**src/rtl/mux_7to1_pkg.sv**
```systemverilog
// -----------------------------------------------------------------------------
// mux_7to1_pkg
// Shared constants and types for the registered 7:1 selector.
//   NUM_INPUTS  : number of data inputs (codes 0..6)
//   SEL_W       : select code width
//   SEL_INVALID : the one code with no data input behind it
//   WIDTH_MIN/MAX : legal range of the data width parameter
// -----------------------------------------------------------------------------
package mux_7to1_pkg;

  localparam int NUM_INPUTS = 7;
  localparam int SEL_W      = 3;
  localparam int WIDTH_MIN  = 1;
  localparam int WIDTH_MAX  = 64;

  typedef logic [SEL_W-1:0] sel_t;

  localparam sel_t SEL_INVALID = 3'd7;

endpackage : mux_7to1_pkg

```
**src/rtl/mux_7to1_core.sv**
```systemverilog
// -----------------------------------------------------------------------------
// mux_7to1_core
// Purely combinational part of the selector: one-hot decode of the select code,
// AND-OR data selection and detection of the unused code.
// Ports:
//   in0..in6 : input  [WIDTH-1:0]  data inputs, chosen by codes 0..6
//   sel      : input  sel_t        select code
//   data     : output [WIDTH-1:0]  selected value (all zeros for the invalid code)
//   invalid  : output              high when sel is the invalid code
// -----------------------------------------------------------------------------
module mux_7to1_core
  import mux_7to1_pkg::*;
#(
  parameter int WIDTH = 1
) (
  input  logic [WIDTH-1:0] in0,
  input  logic [WIDTH-1:0] in1,
  input  logic [WIDTH-1:0] in2,
  input  logic [WIDTH-1:0] in3,
  input  logic [WIDTH-1:0] in4,
  input  logic [WIDTH-1:0] in5,
  input  logic [WIDTH-1:0] in6,
  input  sel_t             sel,
  output logic [WIDTH-1:0] data,
  output logic             invalid
);

  logic [WIDTH-1:0] in_arr [NUM_INPUTS];
  logic [WIDTH-1:0] masked [NUM_INPUTS];
  logic [NUM_INPUTS-1:0] onehot;

  assign in_arr[0] = in0;
  assign in_arr[1] = in1;
  assign in_arr[2] = in2;
  assign in_arr[3] = in3;
  assign in_arr[4] = in4;
  assign in_arr[5] = in5;
  assign in_arr[6] = in6;

  // Each input is gated by its own decode term. The invalid code matches no
  // term, so the OR below collapses to zero without a separate override.
  generate
    for (genvar gi = 0; gi < NUM_INPUTS; gi++) begin : g_lane
      assign onehot[gi] = (sel == sel_t'(gi));
      assign masked[gi] = in_arr[gi] & {WIDTH{onehot[gi]}};
    end
  endgenerate

  always_comb begin
    data = '0;
    for (int i = 0; i < NUM_INPUTS; i++) begin
      data = data | masked[i];
    end
  end

  assign invalid = (sel == SEL_INVALID);

endmodule : mux_7to1_core

```
**src/rtl/mux_7to1.sv**
```systemverilog
// -----------------------------------------------------------------------------
// mux_7to1
// Registered seven-input selector. The selected value and the invalid-code
// flag are captured every rising edge (no enable), giving a glitch-free output
// exactly one cycle after the select/data are sampled.
// Ports:
//   clk      : input               system clock, rising edge
//   rst_n    : input               synchronous active-low reset
//   in0..in6 : input  [WIDTH-1:0]  data inputs
//   sel      : input  [2:0]        select code (7 = invalid)
//   z        : output [WIDTH-1:0]  registered selected data (0 after code 7)
//   sel_err  : output              registered flag, high when previous sel was 7
// -----------------------------------------------------------------------------
module mux_7to1
  import mux_7to1_pkg::*;
#(
  parameter int WIDTH = 1
) (
  input  logic             clk,
  input  logic             rst_n,
  input  logic [WIDTH-1:0] in0,
  input  logic [WIDTH-1:0] in1,
  input  logic [WIDTH-1:0] in2,
  input  logic [WIDTH-1:0] in3,
  input  logic [WIDTH-1:0] in4,
  input  logic [WIDTH-1:0] in5,
  input  logic [WIDTH-1:0] in6,
  input  logic [2:0]       sel,
  output logic [WIDTH-1:0] z,
  output logic             sel_err
);

  // Elaboration-time guard on the data width.
  generate
    if (WIDTH < WIDTH_MIN || WIDTH > WIDTH_MAX) begin : g_width_check
      $error("mux_7to1: WIDTH=%0d outside legal range %0d..%0d",
             WIDTH, WIDTH_MIN, WIDTH_MAX);
    end
  endgenerate

  logic [WIDTH-1:0] z_next;
  logic             sel_err_next;
  logic [WIDTH-1:0] z_reg;
  logic             sel_err_reg;

  mux_7to1_core #(
    .WIDTH (WIDTH)
  ) u_core (
    .in0     (in0),
    .in1     (in1),
    .in2     (in2),
    .in3     (in3),
    .in4     (in4),
    .in5     (in5),
    .in6     (in6),
    .sel     (sel_t'(sel)),
    .data    (z_next),
    .invalid (sel_err_next)
  );

  // Reset wins over any select value on the edge that samples it.
  always_ff @(posedge clk) begin
    if (!rst_n) begin
      z_reg       <= '0;
      sel_err_reg <= 1'b0;
    end else begin
      z_reg       <= z_next;
      sel_err_reg <= sel_err_next;
    end
  end

  assign z       = z_reg;
  assign sel_err = sel_err_reg;

endmodule : mux_7to1

```
**config.mk**
```make
export PLATFORM = sky130hd
export DESIGN_NAME = mux_7to1
export DESIGN_NICKNAME = d
export VERILOG_FILES = /design/src/rtl/mux_7to1_pkg.sv /design/src/rtl/mux_7to1_core.sv /design/src/rtl/mux_7to1.sv
export SDC_FILE = /design/constraint.sdc
export NUM_CORES = 1
export LEC_CHECK = 0
export ABC_AREA = 1
export BUFFER_PORTS_ARGS = -buffer_cell sky130_fd_sc_hd__buf_4
export CAP_MARGIN = 40
export CORE_AREA = 2 2 39 41
export DETAILED_ROUTE_END_ITERATION = 10
export DIE_AREA = 0 0 41 43
export PLACE_DENSITY = 0.36
export SETUP_SLACK_MARGIN = 0.05
export SYNTH_ARGS = -nofsm -noshare
export SYNTH_HDL_FRONTEND = slang
export SYNTH_HIERARCHICAL = 1
export SYNTH_SLANG_ARGS = --single-unit
```
**constraint.sdc**
```tcl
create_clock -name clk -period 1.35 [get_ports clk]
set_clock_uncertainty 0.15 [all_clocks]
set_input_delay 0.0675 -clock clk [delete_from_list [all_inputs] [get_ports clk]]
set_output_delay 0.0675 -clock clk [all_outputs]
set_load 0.05 [all_outputs]
```
==> flow_summary.toml, run 1 <==
[logic_synthesis]
synth_nets = 44
synth_mux_area_share_pct = 0
netlist_instances = 32
synth_fa_ha_area_share_pct = 0
syn_avg_cell_area_um2 = 5.00
synth_cell_types = 8
synth_xor_area_share_pct = 0
synth_compound_area_share_pct = 0
synth-simple-area-share_pct = 46.9
ys_seq_area_share_pct = 25.0
syn-cell-area_um2 = 160
synth-warning-count = 6
synth_top_family_by_area = "simple AND/OR/NAND/NOR gates"
ys_ff_latch = 2

[detailed_routing]
vias = 214
route.detailed.drc = 0
drtIter0Drc = 5
wirelength_um = 400
vias_per_cell = 3.29
antenna_left = 0
first_pass_iters = 2
wire_per_inst_um = 6.15

[critical_path]
worstPathMaxFanout = 1
worstPathArrival_ns = 0.70
cp.required_ns = 1.13
startpoint_type = "register"
path_buf_inv = 1
crit_path_top_delay_cell = "dfxtp_1"
crit_family = "flip-flops"
end_kind = "primary output"
path_class = "reg2out"
slowest_delay_ns = 0.29
setup.worst_path.start = "z"
worstPathCellList = "buf_4"

[layout]
final_layout_size_suffix_gt1_share_pct = 34.7
final_common_cell = "buf_4"
syn_to_final_growth_pct = 93.7
final_cell_mix = "13 x buf_4, 12 x nand2_1, 11 x inv_1, 3 x clkbuf_4, 3 x nand3_1"
num-nets-final = 63
fillers = 165
diodes = 0

[floorplanning]
dieArea_um2 = 1760
num_io_pins = 14
core_area_um2 = 1380
placementRows = 14
start_util_pct = 11.6
die_w_um = 41
die_y_um = 43

[clock_tree]
root_buffer = "clkbuf_4"
clock_path_buffers = 2
clk_pin_slew_ns = 0.03
cts_buffers = 3
cts_resized = 0
cts_setup_buffers = 0
cts.sinks = 2
htree_num_levels = 1
cts_tree = "done"

[sta]
max_freq_mhz = 1090
maxSlewViolCount = 0
layout_setup_ws_ns = 0.431
rsz0062_at_grt = "no"
post-route-period-util_pct = 68.1
period_minus_slack_ns = 0.919
fin_tns_setup_ns = 0
slew_headroom_pct = 89.9
finalHoldViolCount = 0
setup_viol = 0
hold_ws_ns = 0.0600
worst_slew_pin_slew_ns = 0.150

[placed_design]
dp_slack_ns = 0.464
place_hpwl_um = 329
io_buffers = 13
place.gp.congestion = 0.656

[power_and_ir_drop]
powerDensity_nw_per_um2 = 850
p_leak_uw = 0.000207
ir_drop_mv = 0.104

[global_routing]
grt_overflow = 0
track_usage_pct = 5.80
grt_pass1_vias = 191
antenna_found_initial = 0
grt_first_pass_wirelength_um = 683
grt_max_degree = 6

[flow_run]
max-cap-violations = 0

[worst_hold_path]
worstHoldStart = "sel[0]"
hold_class = "in2reg"

[outcome]
outcome = "finished clean"
## cell families after synthesis
logic type / Yosys count
and+or+nand+nor: 18
DFF: 2
buffers and inverters: 12
## cell type report
cell class                      instances  area [um^2]  share of cell area [%]
Timing Repair Buffer                   14          108                    34.7
Multi-Input combinational cell         18         75.1                    24.2
Inverter                               12         45.0                    14.5
Sequential cell                         2         40.0                    12.9
Clock buffer                            3         22.5                    7.26
Tap cell                               16         20.0                    6.45
## path summary, 6_finish.rpt
check / to / slack (ns) / cells past startpoint
worst max-delay path: z / 0.43 / 1
worst min-delay path: z / 0.06 / 6
## layer usage
metal  up-vias  wire (um)  GRT usage, %
met4         0          0          6.00
met5         -          0             0
met2        11        167          6.25
met3         0         38          1.57
li1        124          -             -
met1        79        194          8.25
## power breakdown
| part | total, uW | leakage (uW) | internal [uW] | switching, uW |
|---|---|---|---|---|
| registers | 63.4 | 0.0000164 | 62.7 | 0.630 |
| clock network | 131 | 0.0000138 | 97.9 | 33.3 |
| logic | 69.1 | 0.000177 | 35.5 | 33.6 |
## metrics by stage
stage | instances | util [%] | power, uW | area, um^2
2_1_floorplan | 32 | - | 97.0 | 160
3_3_place_gp | 61 | 20.1 | 133 | 278
3_5_place_dp | 61 | 20.1 | 132 | 278
4_1_cts | 65 | 22.4 | 273 | 310
5_1_grt | 65 | 22.4 | 291 | 310
6_report | 65 | 22.4 | 264 | 310
## synthesized netlist by cell type
cell / instances / area, um^2
inv_2: 1 / 3.75
nand4_1: 1 / 6.26
nor3_1: 1 / 5.00
inv_1: 11 / 41.3
dfxtp_1: 2 / 40.0
nor2_1: 1 / 3.75
nand2_1: 12 / 45.0
nand3_1: 3 / 15.0
## timing repair
action,in CTS,in global routing
hold endpoints to repair,2,0
endpoints found under the setup margin,0,0
hold buffers,1,0
Power figures use the tool's default switching activity.
==> run 2: changes to the inputs <==
--- a/config.mk
+++ b/config.mk
@@ -5,13 +5,13 @@
 export SDC_FILE = /design/constraint.sdc
 export NUM_CORES = 1
 export LEC_CHECK = 0
-export ABC_AREA = 1
+export ABC_AREA = 0
 export BUFFER_PORTS_ARGS = -buffer_cell sky130_fd_sc_hd__buf_4
 export CAP_MARGIN = 40
 export CORE_AREA = 2 2 39 41
 export DETAILED_ROUTE_END_ITERATION = 10
 export DIE_AREA = 0 0 41 43
-export PLACE_DENSITY = 0.36
+export PLACE_DENSITY = 0.34
 export SETUP_SLACK_MARGIN = 0.05
 export SYNTH_ARGS = -nofsm -noshare
 export SYNTH_HDL_FRONTEND = slang
==> constraint.sdc (replaced) <==
create_clock -name clk -period 0.8 [get_ports clk]
set_clock_uncertainty 0.15 [all_clocks]
set_input_delay 0.04 -clock clk [delete_from_list [all_inputs] [get_ports clk]]
set_output_delay 0.04 -clock clk [all_outputs]
set_load 0.05 [all_outputs]
==> flow_summary.toml, run 2 <==
[global_routing]
grt_first_pass_wirelength_um = 683
grt_pass1_vias = 182
grt_overflow = 0
antenna_found_initial = 0
grt_max_degree = 5
track_usage_pct = 6.53

[critical_path]
startpoint_type = "input pin"
path_buf_inv = 1
worstPathMaxFanout = 2
worstPathArrival_ns = 1.02
worstPathCellList = "buf_8 > mux4_2 > mux2_4 > and2_4"
path_class = "in2reg"
crit_path_top_delay_cell = "mux4_2"
crit_family = "multiplexers"
end_kind = "register"
cp.required_ns = 0.77
slowest_delay_ns = 0.47

[sta]
slew_headroom_pct = 90.6
finalHoldViolCount = 2
post-route-period-util_pct = 132
period_minus_slack_ns = 1.05
rsz0062_at_grt = "yes"
maxSlewViolCount = 0
max_freq_mhz = 950
worst_slew_pin_slew_ns = 0.139
layout_setup_ws_ns = -0.253
hold_ws_ns = -0.120
setup_viol = 3

[logic_synthesis]
ys_ff_latch = 2
async_reset_ff_share_pct = 0
synth_cell_types = 8
synth_top_cell_by_area = "dfxtp_1"
ys_seq_area_share_pct = 34.4
synth-edff-count = 0
syn-cell-area_um2 = 116
syn_avg_cell_area_um2 = 11.6
synth_ff_type = "dfxtp_1"
synthTopCellsByCount = "2 x and2_1, 2 x dfxtp_1"
synth-warning-count = 6
synth_top_area_share_pct = 34.4
yosys-top-cells-area = "dfxtp_1 34%, mux4_2 19%, and2_1 11%"
synth_nets = 22
netlist_instances = 10

[placed_design]
io_buffers = 13
place.gp.congestion = 0.544
placedCellCount = 40
dpl_cell_area_um2 = 243

[power_and_ir_drop]
sequentialPowerShare_pct = 24.0
switchingPower_uw = 102
power.internal_uw = 353
powerDensity_nw_per_um2 = 1550
pwr-share-comb_pct = 27.3
clkPwrFrac_pct = 48.7
ir_drop_mv = 0.401
netSwitchingFraction_pct = 22.5
p_leak_uw = 0.000142

[layout]
syn_to_final_growth_pct = 153
finalNonFillerCells = 43
finalInstanceArea_um2 = 294
final_layout_size_suffix_gt1_share_pct = 81.5
final_cell_mix = "10 x buf_4, 3 x clkbuf_4, 2 x buf_8, 2 x buf_6"
fillers = 157
final_common_cell = "buf_4"
num-nets-final = 41
diodes = 0

[clock_tree]
cts_buffers = 3
clock_path_buffers = 2
cts.sinks = 2
root_buffer = "clkbuf_4"
clk_pin_slew_ns = 0.03
htree_num_levels = 1
cts_setup_buffers = 0
cts_tree = "done"

[floorplanning]
die_y_um = 43
dieArea_um2 = 1760
core_area_um2 = 1380
start_util_pct = 8.41
num_io_pins = 14
placementRows = 14
die_w_um = 41

[detailed_routing]
wirelength_um = 408
vias_per_cell = 3.33
route.detailed.drc = 0
drtIter0Drc = 1
vias = 143
antenna_left = 0
wire_per_inst_um = 9.49
first_pass_iters = 2

[worst_hold_path]
hold_class = "in2reg"

[outcome]
outcome = "finished with violations"
violations = "negative hold slack, negative setup slack"

[flow_run]
max-cap-violations = 0
run 2: stage by stage:
stage / power, uW / utilization, % / setup TNS (ns) / hold WS, ns / worst slack (ns)
2_1_floorplan: 155 / - / -0.340 / 0.0116 / -0.340
3_3_place_gp: 216 / 17.5 / -0.548 / 0.104 / -0.469
3_5_place_dp: 217 / 17.5 / -0.560 / 0.104 / -0.487
4_1_cts: 461 / 20.0 / -0.431 / -0.132 / -0.243
5_1_grt: 495 / 21.2 / -0.479 / -0.120 / -0.264
6_report: 456 / 21.2 / -0.409 / -0.120 / -0.253
run 2: cells by family (layout without fill, tap and decap cells):
family / Yosys count / in the layout / share of synthesized area (%)
buf+inv: 0 / 17 / 0
mux: 3 / 3 / 37.6
compound gates: 1 / 1 / 4.30
simple gates: 4 / 4 / 23.7
flops: 2 / 2 / 34.4
run 2: power by group through the flow:
stage / Sequential, uW / Clock (uW) / Combinational, uW
CTS: 109 / 240 / 112
global route: 109 / 252 / 134
finish: 109 / 222 / 124
floorplan: 129 / 0 / 25.6
detailed placement: 109 / 0 / 107
global placement: 110 / 0 / 106
run 2: path summary, 6_finish.rpt:
check / start / endpoint / slack, ns / depth (start not counted)
setup / recovery: sel[1] / z / -0.25 / 4
hold / removal: rst_n / sel_err / -0.12 / 2
run 2: per-layer routing:
metal,track usage (%),wire (um)
met5,0,0
met4,6.00,0
met3,7.33,84
met2,7.19,177
met1,6.13,146
run 2: area by class of cell:
type | count | area [um^2] | share of cell area, %
sequential | 2 | 41.3 | 14.0
tap | 16 | 20.0 | 6.81
timing repair buffer | 14 | 128 | 43.4
clock buffer | 3 | 22.5 | 7.66
multi-input combinational | 8 | 82.6 | 28.1
run 2: timing repair:
| item | 4_1_cts | 5_1_grt |
|---|---|---|
| pin swaps | 0 | 1 |
| endpoints found under the setup margin | 3 | 3 |
| resized for setup | 3 | 5 |
| endpoints found under the hold margin | 2 | 2 |
==> run 3: changes to the inputs <==
--- a/config.mk
+++ b/config.mk
@@ -11,8 +11,11 @@
 export CORE_AREA = 2 2 39 41
 export DETAILED_ROUTE_END_ITERATION = 10
 export DIE_AREA = 0 0 41 43
+export GPL_TIMING_DRIVEN = 0
+export HOLD_SLACK_MARGIN = 0.15
 export PLACE_DENSITY = 0.34
 export SETUP_SLACK_MARGIN = 0.05
+export SKIP_CTS_REPAIR_TIMING = 1
 export SYNTH_ARGS = -nofsm -noshare
 export SYNTH_HDL_FRONTEND = slang
 export SYNTH_HIERARCHICAL = 1
==> flow_summary.toml, run 3 (synthesis results as in run 2) <==
[layout]
syn_to_final_growth_pct = 143
seq_area_um2 = 41.3
fillers = 154
num-nets-final = 40
final_util_pct = 20.4
multiInputGateArea_um2 = 82.6
diodes = 0
final_common_cell = "buf_4"
final_layout_size_suffix_gt1_share_pct = 80.8
final_cell_mix = "9 x buf_4, 3 x clkbuf_4, 3 x buf_6"

[global_routing]
grt_first_pass_wirelength_um = 641
track_usage_pct = 6.63
grt_pass1_vias = 163
grt_overflow = 0
antenna_found_initial = 0
grt_max_degree = 5

[critical_path]
slowest_delay_ns = 0.47
startpoint_type = "input pin"
worstPathCellList = "buf_8 > mux4_2 > mux2_4 > and2_4"
crit_path_top_delay_cell = "mux4_2"
worstPathMaxFanout = 4
worstPathArrival_ns = 0.99
path_class = "in2reg"
cp.required_ns = 0.76
end_kind = "register"

[clock_tree]
clk_pin_slew_ns = 0.03
root_buffer = "clkbuf_4"
htree_num_levels = 1
cts_buffers = 3
cts_tree = "done"
cts.sinks = 2
clock_path_buffers = 2

[floorplanning]
placementRows = 14
dieArea_um2 = 1760
die_y_um = 43
num_io_pins = 14
die_w_um = 41
core_area_um2 = 1380
start_util_pct = 8.41

[detailed_routing]
antenna_left = 0
wire_per_inst_um = 8.62
route.detailed.drc = 0
first_pass_iters = 1
vias_per_cell = 3.29
vias = 138
drtIter0Drc = 0
wirelength_um = 362

[outcome]
violations = "negative hold slack, negative setup slack"
outcome = "finished with violations"

[placed_design]
io_buffers = 13
place.gp.congestion = 0.519

[worst_hold_path]
hold_class = "in2reg"
hold_depth = 2

[sta]
max_freq_mhz = 971
period_minus_slack_ns = 1.03
slew_headroom_pct = 90.6
hold_ws_ns = -0.116
post-route-period-util_pct = 129
fin_tns_setup_ns = -0.380
finalHoldViolCount = 2
layout_setup_ws_ns = -0.230
worst_slew_pin_slew_ns = 0.139
setup_viol = 3
maxSlewViolCount = 0
rsz0062_at_grt = "yes"

[power_and_ir_drop]
powerDensity_nw_per_um2 = 1570
ir_drop_mv = 0.286
p_leak_uw = 0.000136

[flow_run]
max-cap-violations = 0
[run 3: cell count changes in the layout (fill, tap and decap cells not counted), sizes merged]
cell | before | now
buf | 14 | 13
[run 3: layer usage]
metal	GRT usage, %	routed length, um
met2	6.25	138
met1	6.43	131
met4	8.00	0
met3	7.33	92
met5	0	0
[run 3: metrics by stage]
step	power, uW	instance area [um^2]	hold WS, ns	cells	worst slack, ns
3_5_place_dp	213	235	0.107	39	-0.484
2_1_floorplan	155	118	0.0116	10	-0.340
3_3_place_gp	212	235	0.108	39	-0.484
6_report	444	283	-0.116	42	-0.230
4_1_cts	450	258	-0.129	42	-0.244
5_1_grt	490	283	-0.113	42	-0.233
[run 3: power by group]
group / total [uW] / switching, uW / internal, uW
sequential: 109 / 2.63 / 107
clock: 218 / 52.4 / 165
combinational: 118 / 40.7 / 77.1
[run 3: cell type report]
type	instances	share of cell area (%)
multi-input cells	8	29.2
flip-flops and latches	2	14.6
repair buffers	13	41.2
well taps	16	7.08
clock buffers	3	7.96
[run 3: worst max-delay path: cells and delay by family]
| family | cells | cell delay (ns) |
|---|---|---|
| muxes | 2 | 0.75 |
| buffers and inverters | 1 | 0.08 |
| and+or+nand+nor | 1 | 0.13 |
[run 3: final timing paths]
kind	slack, ns	start	end
setup / recovery	-0.23	sel[1]	z
hold / removal	-0.12	rst_n	sel_err
